==> src/rtl/q_timing_pkg.sv <==
// q_timing_pkg: shared FSM states, queue entry layout and default widths for q_timing_queue.
package q_timing_pkg;
    localparam int TQ_DEPTH  = 16;
    localparam int TQ_TS_W   = 32;
    localparam int TQ_INST_W = 32;
    typedef enum logic [1:0] {IDLE, RUN, DRAIN, DONE} tq_state_e;
    typedef struct packed {
        logic [TQ_TS_W-1:0]   ts;
        logic [TQ_INST_W-1:0] inst;
    } tq_entry_t;
endpackage

==> src/rtl/tq_fifo.sv <==
// tq_fifo: synchronous DEPTH-entry FIFO; extra pointer MSB tells full from empty.
module tq_fifo
    import q_timing_pkg::*;
#(
    parameter int DEPTH = TQ_DEPTH,
    parameter int W     = $bits(tq_entry_t)
) (
    input  logic         clk,
    input  logic         rst,
    input  logic         i_wr,
    input  logic [W-1:0] i_wdata,
    input  logic         i_rd,
    output logic [W-1:0] o_rdata,
    output logic         o_full,
    output logic         o_empty
);
    localparam int AW = $clog2(DEPTH);
    logic [W-1:0] r_mem [DEPTH];
    logic [AW:0]  r_wp, r_rp;
    assign o_empty = r_wp == r_rp;
    assign o_full  = (r_wp[AW] != r_rp[AW]) && (r_wp[AW-1:0] == r_rp[AW-1:0]);
    assign o_rdata = r_mem[r_rp[AW-1:0]];
    always_ff @(posedge clk) begin
        if (!rst) begin
            r_wp <= '0;
            r_rp <= '0;
        end else begin
            if (i_wr) r_wp <= r_wp + (AW+1)'(1);
            if (i_rd) r_rp <= r_rp + (AW+1)'(1);
        end
    end
    always_ff @(posedge clk) begin
        if (i_wr) r_mem[r_wp[AW-1:0]] <= i_wdata;
    end
endmodule

==> src/rtl/q_timing_queue.sv <==
// q_timing_queue: timestamped quantum-op queue released by a free-running issue timer.
// Define TQ_LATE_DROP_EN to discard late entries instead of issuing them.
module q_timing_queue
    import q_timing_pkg::*;
#(
    parameter int DEPTH  = TQ_DEPTH,
    parameter int TS_W   = TQ_TS_W,
    parameter int INST_W = TQ_INST_W
) (
    input  logic              clk,
    input  logic              rst,
    input  logic              i_inst_valid,
    input  logic [INST_W-1:0] i_inst,
    input  logic              i_time_write,
    input  logic              i_time_sel,
    input  logic [TS_W-1:0]   i_time_val,
    input  logic              i_run,
    input  logic              i_end,
    output logic              o_full,
    output logic              o_empty,
    output logic              o_evt_valid,
    output logic [INST_W-1:0] o_evt_inst,
    output logic [TS_W-1:0]   o_evt_ts,
    output logic [TS_W-1:0]   o_timer,
    output logic              o_overflow,
    output logic              o_late,
    output logic              o_done
);
    tq_state_e         r_state, w_state_nx;
    logic [TS_W-1:0]   r_timer, r_timeline, w_head_ts, w_d;
    logic [INST_W-1:0] w_head_inst;
    logic              w_active, w_push, w_pop, w_late, w_issue;
    assign w_active = (r_state == RUN) || (r_state == DRAIN);
    // signed distance to the head stamp keeps the compare safe across timer wrap
    assign w_d      = w_head_ts - r_timer;
    assign w_late   = w_d[TS_W-1];
    assign w_pop    = w_active && !o_empty && (w_late || w_d == '0);
    assign w_push   = i_inst_valid && (r_state != DONE);
`ifdef TQ_LATE_DROP_EN
    assign w_issue  = w_pop && !w_late;
`else
    assign w_issue  = w_pop;
`endif
    assign o_timer  = r_timer;
    assign o_done   = r_state == DONE;
    tq_fifo #(.DEPTH(DEPTH), .W(TS_W + INST_W)) u_fifo (
        .clk     (clk),
        .rst     (rst),
        .i_wr    (w_push && (!o_full || w_pop)),
        .i_wdata ({r_timeline, i_inst}),
        .i_rd    (w_pop),
        .o_rdata ({w_head_ts, w_head_inst}),
        .o_full  (o_full),
        .o_empty (o_empty)
    );
    always_comb begin
        w_state_nx = r_state;
        w_state_nx = (r_state == IDLE && i_run)     ? RUN   :
                     (r_state == RUN && i_end)      ? DRAIN :
                     (r_state == DRAIN && o_empty)  ? DONE  : r_state;
    end
    always_ff @(posedge clk) begin
        if (!rst) begin
            r_state     <= IDLE;
            r_timer     <= '0;
            r_timeline  <= '0;
            o_evt_valid <= 1'b0;
            o_evt_inst  <= '0;
            o_evt_ts    <= '0;
            o_overflow  <= 1'b0;
            o_late      <= 1'b0;
        end else begin
            r_state     <= w_state_nx;
            o_evt_valid <= w_issue;
            if (w_active) r_timer <= r_timer + TS_W'(1);
            if (i_time_write && r_state != DONE)
                r_timeline <= i_time_sel ? i_time_val : r_timeline + i_time_val;
            if (w_issue) begin
                o_evt_inst <= w_head_inst;
                o_evt_ts   <= w_head_ts;
            end
            if (w_push && o_full && !w_pop) o_overflow <= 1'b1;
            if (w_pop && w_late) o_late <= 1'b1;
        end
    end
endmodule

==> config.mk <==
export PLATFORM = sky130hd
export DESIGN_NAME = q_timing_queue
export DESIGN_NICKNAME = d
export VERILOG_FILES = /design/src/rtl/q_timing_pkg.sv /design/src/rtl/tq_fifo.sv /design/src/rtl/q_timing_queue.sv
export SDC_FILE = /design/constraint.sdc
export NUM_CORES = 1
export LEC_CHECK = 0
export BUFFER_PORTS_ARGS = -buffer_cell sky130_fd_sc_hd__buf_4
export CAP_MARGIN = 10
export CORE_ASPECT_RATIO = 1.25
export CORE_MARGIN = 2
export CORE_UTILIZATION = 30
export CTS_BUF_LIST = sky130_fd_sc_hd__clkbuf_8 sky130_fd_sc_hd__clkbuf_16
export CTS_CLUSTER_SIZE = 8
export DETAILED_ROUTE_END_ITERATION = 12
export PLACE_DENSITY = 0.44
export SYNTH_ARGS = -nofsm -noshare
export SYNTH_HDL_FRONTEND = slang
export SYNTH_HIERARCHICAL = 1
export SYNTH_SLANG_ARGS = --single-unit
==> constraint.sdc <==
create_clock -name clk -period 6.6 [get_ports clk]
set_clock_uncertainty 0.2 [all_clocks]
set_input_delay 0.99 -clock clk [delete_from_list [all_inputs] [get_ports clk]]
set_output_delay 0.99 -clock clk [all_outputs]
set_load 0.005 [all_outputs]
Word-level counts from Yosys, hierarchy flattened
Memory sizes are Yosys's and may differ from the RTL's. A register that Yosys moved wholly into a read port is not among the register bits.
Index checks and enable logic that the tools add are counted.
Cells by class
  reduce and logical (&&, ||, !) cells: 23
  bitwise logic cells: 1
  eq/ne operators: 7
  add/sub/neg operators: 5
  $lt $le $gt $ge: 0
  multiply operators: 0
  mux-type cells: 8
  shift-type cells: 0
  divide/modulo/power cells: 0
Operator list (count)
  32-bit by 1-bit adder with 32-bit output (second input constant): 1
  32-bit adder: 1
  32-bit logical NOT: 1
  32-bit two-way mux: 1
  32-bit subtractor: 1
  1-bit logical AND: 12
  5-bit by 1-bit adder with 5-bit output (second input constant): 2
  4-bit two-way mux: 2
  5-bit equality test: 1
  2-bit equality test (second input constant): 2
  4-bit equality test: 1
  2-bit two-way mux: 2
  1-bit logical NOT: 3
  1-bit logical OR: 3
  1-bit two-way mux: 3
  3-bit nonzero test: 1
  2-bit by 1-bit equality test with 1-bit output (second input constant): 1
  2-bit logical NOT: 1
  2-bit != test (second input constant): 1
  2-bit nonzero test: 1
  2-bit OR reduction: 1
  1-bit != test: 1
  1-bit NOT: 1
Word-level totals
  memory bits (writable): 1024
  memories kept: 1
  word-level logic and storage cells: 56
  register bits after elaboration: 143
  bits in latches: 0
  output and inout bits: 102
  memory bits (read-only): 0
  input bits: 71
Memory list
  u_fifo.r_mem: depth 16, width 64, rd ports 1, clocked after Yosys merged registers in 1, wr ports 1, line tq_fifo.sv:18  | logic [W-1:0] r_mem [DEPTH];

Logic depth before layout (Yosys ltp)
  depth in word-level cells: 8
  depth in mapped cells: 26
  depth with buffers taken out: 20

Hierarchy
The synthesis kept the hierarchy.
By module, submodules not included
  tq_fifo: area an instance 38934.8 µm², instances 1, cells each 1641, sequential area each 31029.8 µm²
  q_timing_queue: area an instance 9107.5 µm², instances 1, cells each 1175, sequential area each 2662.6 µm²

Worst setup path before layout
No wires, ideal clock.
  kind: reg-to-reg
  start point: register (tool-made name)
  end point: memory u_fifo/r_mem[0][0] (netlist name), enable pin
  setup time: 0.429 ns
  setup slack: -0.473 ns
  stages on the path, launching flop included: 24
  arrival: 6.445 ns
  buffers on the path: 6
  data required time: 5.971 ns
  period minus slack after synthesis: 7.073 ns
  path through: dfxtp_1 -> buf_2 -> buf_6 -> buf_2 -> mux4_2 -> a22oi_1 -> nand2_1 -> ha_1 -> nor2b_1 -> o21ai_1 -> or3b_1 -> a2111oi_0 -> nand4_1 -> nor4_1 -> o2111ai_1 -> nor4_1 -> and4_1 -> nor2_1 -> buf_6 -> buf_6 -> a21oi_1 -> clkbuf_1 -> nor3b_1 -> and2_1
RTL lines (line)
  end, declared: tq_fifo.sv:18

==> metrics.md <==
| Metric | Value |
|---|---|
| Status | `finished, final reports clean` |
| EDFF count, synth | `1024` |
| Average size of a mapped cell | `17.06 sq um` |
| Port buffer count | `172` |
| Rel. slew slack | `19.85%` |
| Post-synthesis xor/xnor area fraction | `1.458%` |
| Simple-Gate Fraction of Synth Area | `5.086%` |
| Period utilization | `96.11%` |
| Total Power | `18.25 mW` |
| Sw Share | `24.45%` |
| Final setup vio count | `0` |
| Mapped cell area | `0.04804 sq mm` |
| Post-synthesis mux area share | `13.65%` |
| Clock root cell | `clkbuf_16` |
| FMAX | `157.7 MHz` |
| Vias in the first global route | `29090` |
| Pin count of the biggest net entering global routing | `83` |
| Max IR drop VDD | `0.1727 mV` |
| Grt ovf | `0` |
| WHS | `0.2008 ns` |
| Width of the chip | `361.9 microns` |
| # fillers | `14660` |
| Via-per-instance ratio | `5.037` |
| Ys flop type | `edfxtp_1` |
| Worst Path Max Fanout | `16` |
| Crit path DAT | `6.63 ns` |
| Cell count after synthesis | `2816` |
| Post-synthesis compound-gate area fraction | `5.724%` |
| CTS sink count | `1171` |
| Synth area leader | `edfxtp_1` |
| Ys async rst share | `0%` |
| Syn. warnings | `6` |
| Placed Area | `0.05362 sq mm` |
| Leakage power | `20.35 nW` |
| Area of the die | `0.1634 sq mm` |
| Clk_lat worst skew | `0.79 ns` |
| Clock share of power | `42.7%` |
| Cell variety after synth | `72` |
| Worst EP required | `6.88 ns` |
| Core region area | `0.1594 sq mm` |
| Wire per inst | `26.32 microns` |
| MaxCap Viol Count | `0` |
| Minimum clock period | `6.343 ns` |
| Synth-to-layout area growth | `22.69%` |
| Commonest non-fill, non-tap cell in the layout | `edfxtp_1` |
| Mapped Nets | `2961` |
| Worst-margin pin slew | `1.202 ns` |
| Sequential-to-total area share from yosys stat | `70.13%` |
| Setup CP Type | `reg -> reg` |
| Total wire length after detailed routing | `142400 microns` |
| Die H | `451.4 microns` |
| # H-tree levels | `4` |
| Nets@finish | `3367` |
| Synth Register Bits | `1171` |
| PnR worst setup slack | `0.2571 ns` |
| Power Dens Cells | `309.7 mW/mm^2` |
| Residual DRC count | `0` |
| Routability cong. | `0.8208` |
| Slew Limit Fails | `0` |
| Num CTS Buffers | `165` |
| Yosys top cell area share | `64.01%` |
| CP Capture Type | `register` |
| Sequential power share | `46.1%` |
| Row cnt | `164` |
| Global-route wire length before repair | `205500 microns` |
| Ratio of cells with drive above 1 in the final layout | `26.62%` |
| Sw Pwr | `4.463 mW` |
| Adder-cell share of the synthesized area | `1.958%` |
| Via count | `27260` |
| Hold Path Class | `in -> reg` |
| Initial antenna violation count | `6` |
| CTS tree | `done` |
| Routed Antenna Nets | `0` |
| Element type at the critical path start | `register` |
| Ranking of synthesized cells by area | `edfxtp_1 (64%), mux4_2 (12%), dfxtp_1 (6.1%)` |
| Clk buf depth | `3` |
| Pre-antenna DRT Iters | `5` |
| Register clock-pin slew on the reported worst setup and hold paths | `0.05 ns` |
| Placed insts | `5106` |
| Internal power | `13.79 mW` |
| DRT iter0 DRCs | `2161` |
| Post-DP HPWL | `91410 microns` |
| Pre-CTS setup slack | `-0.2765 ns` |
| Largest family of logic cells by synthesized area | `multiplexers` |
| Non-Filler Instances | `5412` |
| Io pins | `173` |
| Area of the multi-input gates | `0.01360 sq mm` |
| Post-route cell area | `0.05894 sq mm` |
| Comb pwr share | `11.2%` |
| Global-route usage over all layers | `17.32%` |
| Initial Utilization | `30.13%` |
| Reg area | `0.03370 sq mm` |
| Final hold viol count | `0` |
| Commonest cells after routing, fill and taps aside | `edfxtp_1 (1024), buf_4 (301), nand2_1 (267), mux4_2 (256), clkbuf_16 (170)` |
-- worst paths after layout --
check | start | slack, ns | cells past startpoint | to
worst max-delay path | register | 0.26 | 24 | u_fifo/r_mem[1][22]
worst min-delay path | i_run | 0.20 | 2 | r_state[1]
worst max register to register | register | 0.26 | 24 | u_fifo/r_mem[1][22]
worst min register to register | o_evt_inst[8] | 0.26 | 2 | o_evt_inst[8]
-- power by group through the flow --
stage | combinational [mW] | clock [mW] | sequential (mW)
2_1_floorplan | 1.24 | 0 | 8.49
3_3_place_gp | 1.99 | 0 | 8.55
3_5_place_dp | 2.00 | 0 | 8.56
4_1_cts | 2.01 | 8.02 | 8.41
5_1_grt | 2.23 | 8.32 | 8.43
6_report | 2.04 | 7.80 | 8.41
-- metal layers --
layer	GRT usage [%]	vias to the layer above	part of all wire, %
met5	0	-	0.024
met4	5.911	6	2.9
met3	3.526	212	4.5
met2	29.63	656	51
met1	21.82	14360	42
li1	-	12020	-
-- flip-flops by register name, summed over array words and instances, names as in the netlist, named ones only --
register,cells
r_state,2
o_overflow,1
r_timeline,32
o_evt_inst,32
o_evt_valid,1
o_late,1
o_timer,32
u_fifo/r_rp,5
o_evt_ts,32
u_fifo/r_wp,5
u_fifo/r_mem,1024
-- synthesized netlist by cell type, drive strengths merged, types with 4 or more instances --
| cell type | count |
|---|---|
| nor3 | 17 |
| a311oi | 4 |
| a2111oi | 4 |
| ha | 72 |
| xnor2 | 61 |
| a211oi | 15 |
| mux2i | 78 |
| and3 | 15 |
| xor2 | 19 |
| o211ai | 20 |
| edfxtp | 1024 |
| nor4 | 7 |
| o2111ai | 5 |
| o21a | 12 |
| a22oi | 128 |
| clkbuf | 86 |
| a31oi | 6 |
| and2 | 31 |
| nand2 | 275 |
| nand3 | 28 |
| o21bai | 4 |
| o311ai | 4 |
| o22ai | 4 |
| dfxtp | 147 |
| and4 | 6 |
| mux4 | 256 |
| nand2b | 7 |
| inv | 61 |
| a21oi | 79 |
| nor3b | 4 |
| o21ai | 64 |
| nand4 | 22 |
| nor2 | 101 |
| nor2b | 16 |
| nand3b | 4 |
| buf | 61 |
| a21o | 21 |
| o31ai | 4 |
-- through the flow --
stage	TNS, ns	utilization, %
3_5_place_dp	-81.01	33.63
2_1_floorplan	0	-
5_1_grt	-2.574	36.97
6_report	0	36.97
4_1_cts	0	36.74
3_3_place_gp	-107.27	33.63
-- what timing repair did --
| action | in CTS | in global routing |
|---|---|---|
| pin swaps | 1 | 5 |
| resized for setup | 10 | 36 |
| gates cloned | 0 | 3 |
| hold buffers | 0 | 0 |
| endpoints found under the setup margin | 954 | 1046 |
| buffers inserted | 3 | 18 |
-- cell families after synthesis --
group / Yosys count
AO/OA/AOI/OAI: 404
XOR/XNOR: 80
adder cells (fa/ha/maj): 74
buffers and inverters: 208
flip-flops: 1171
multiplexers: 335
AND/OR/NAND/NOR: 544
-- layout make-up --
class                           instances  area share [%]
Clock inverter                        110           1.036
Antenna cell                            1        0.004245
Timing Repair Buffer                  386           6.723
Multi-Input combinational cell       1437           23.08
Inverter                               61          0.3948
Tap cell                             2075           4.405
Clock buffer                          171           7.183
Sequential cell                      1171           57.17
-- critical path, stage by stage, from the launching register on --
cell       delay [ns]
dfxtp_4          0.45
buf_12           0.20
buf_4            0.19
mux4_2           0.51
a22oi_1          0.15
nand2_1          0.27
ha_2             0.50
o21a_1           0.15
o31ai_2          0.07
buf_4            0.16
a21oi_2          0.29
o21ai_0          0.15
buf_4            0.17
a31oi_1          0.24
xnor2_1          0.21
o2111ai_1        0.17
nor4_2           0.27
and4_1           0.29
nor2_4           0.09
a21oi_1          0.16
buf_4            0.15
nor3b_1          0.21
buf_4            0.17
and2_4           0.33
buf_12           0.23
Note: power is estimated with default switching activity, not from simulation.
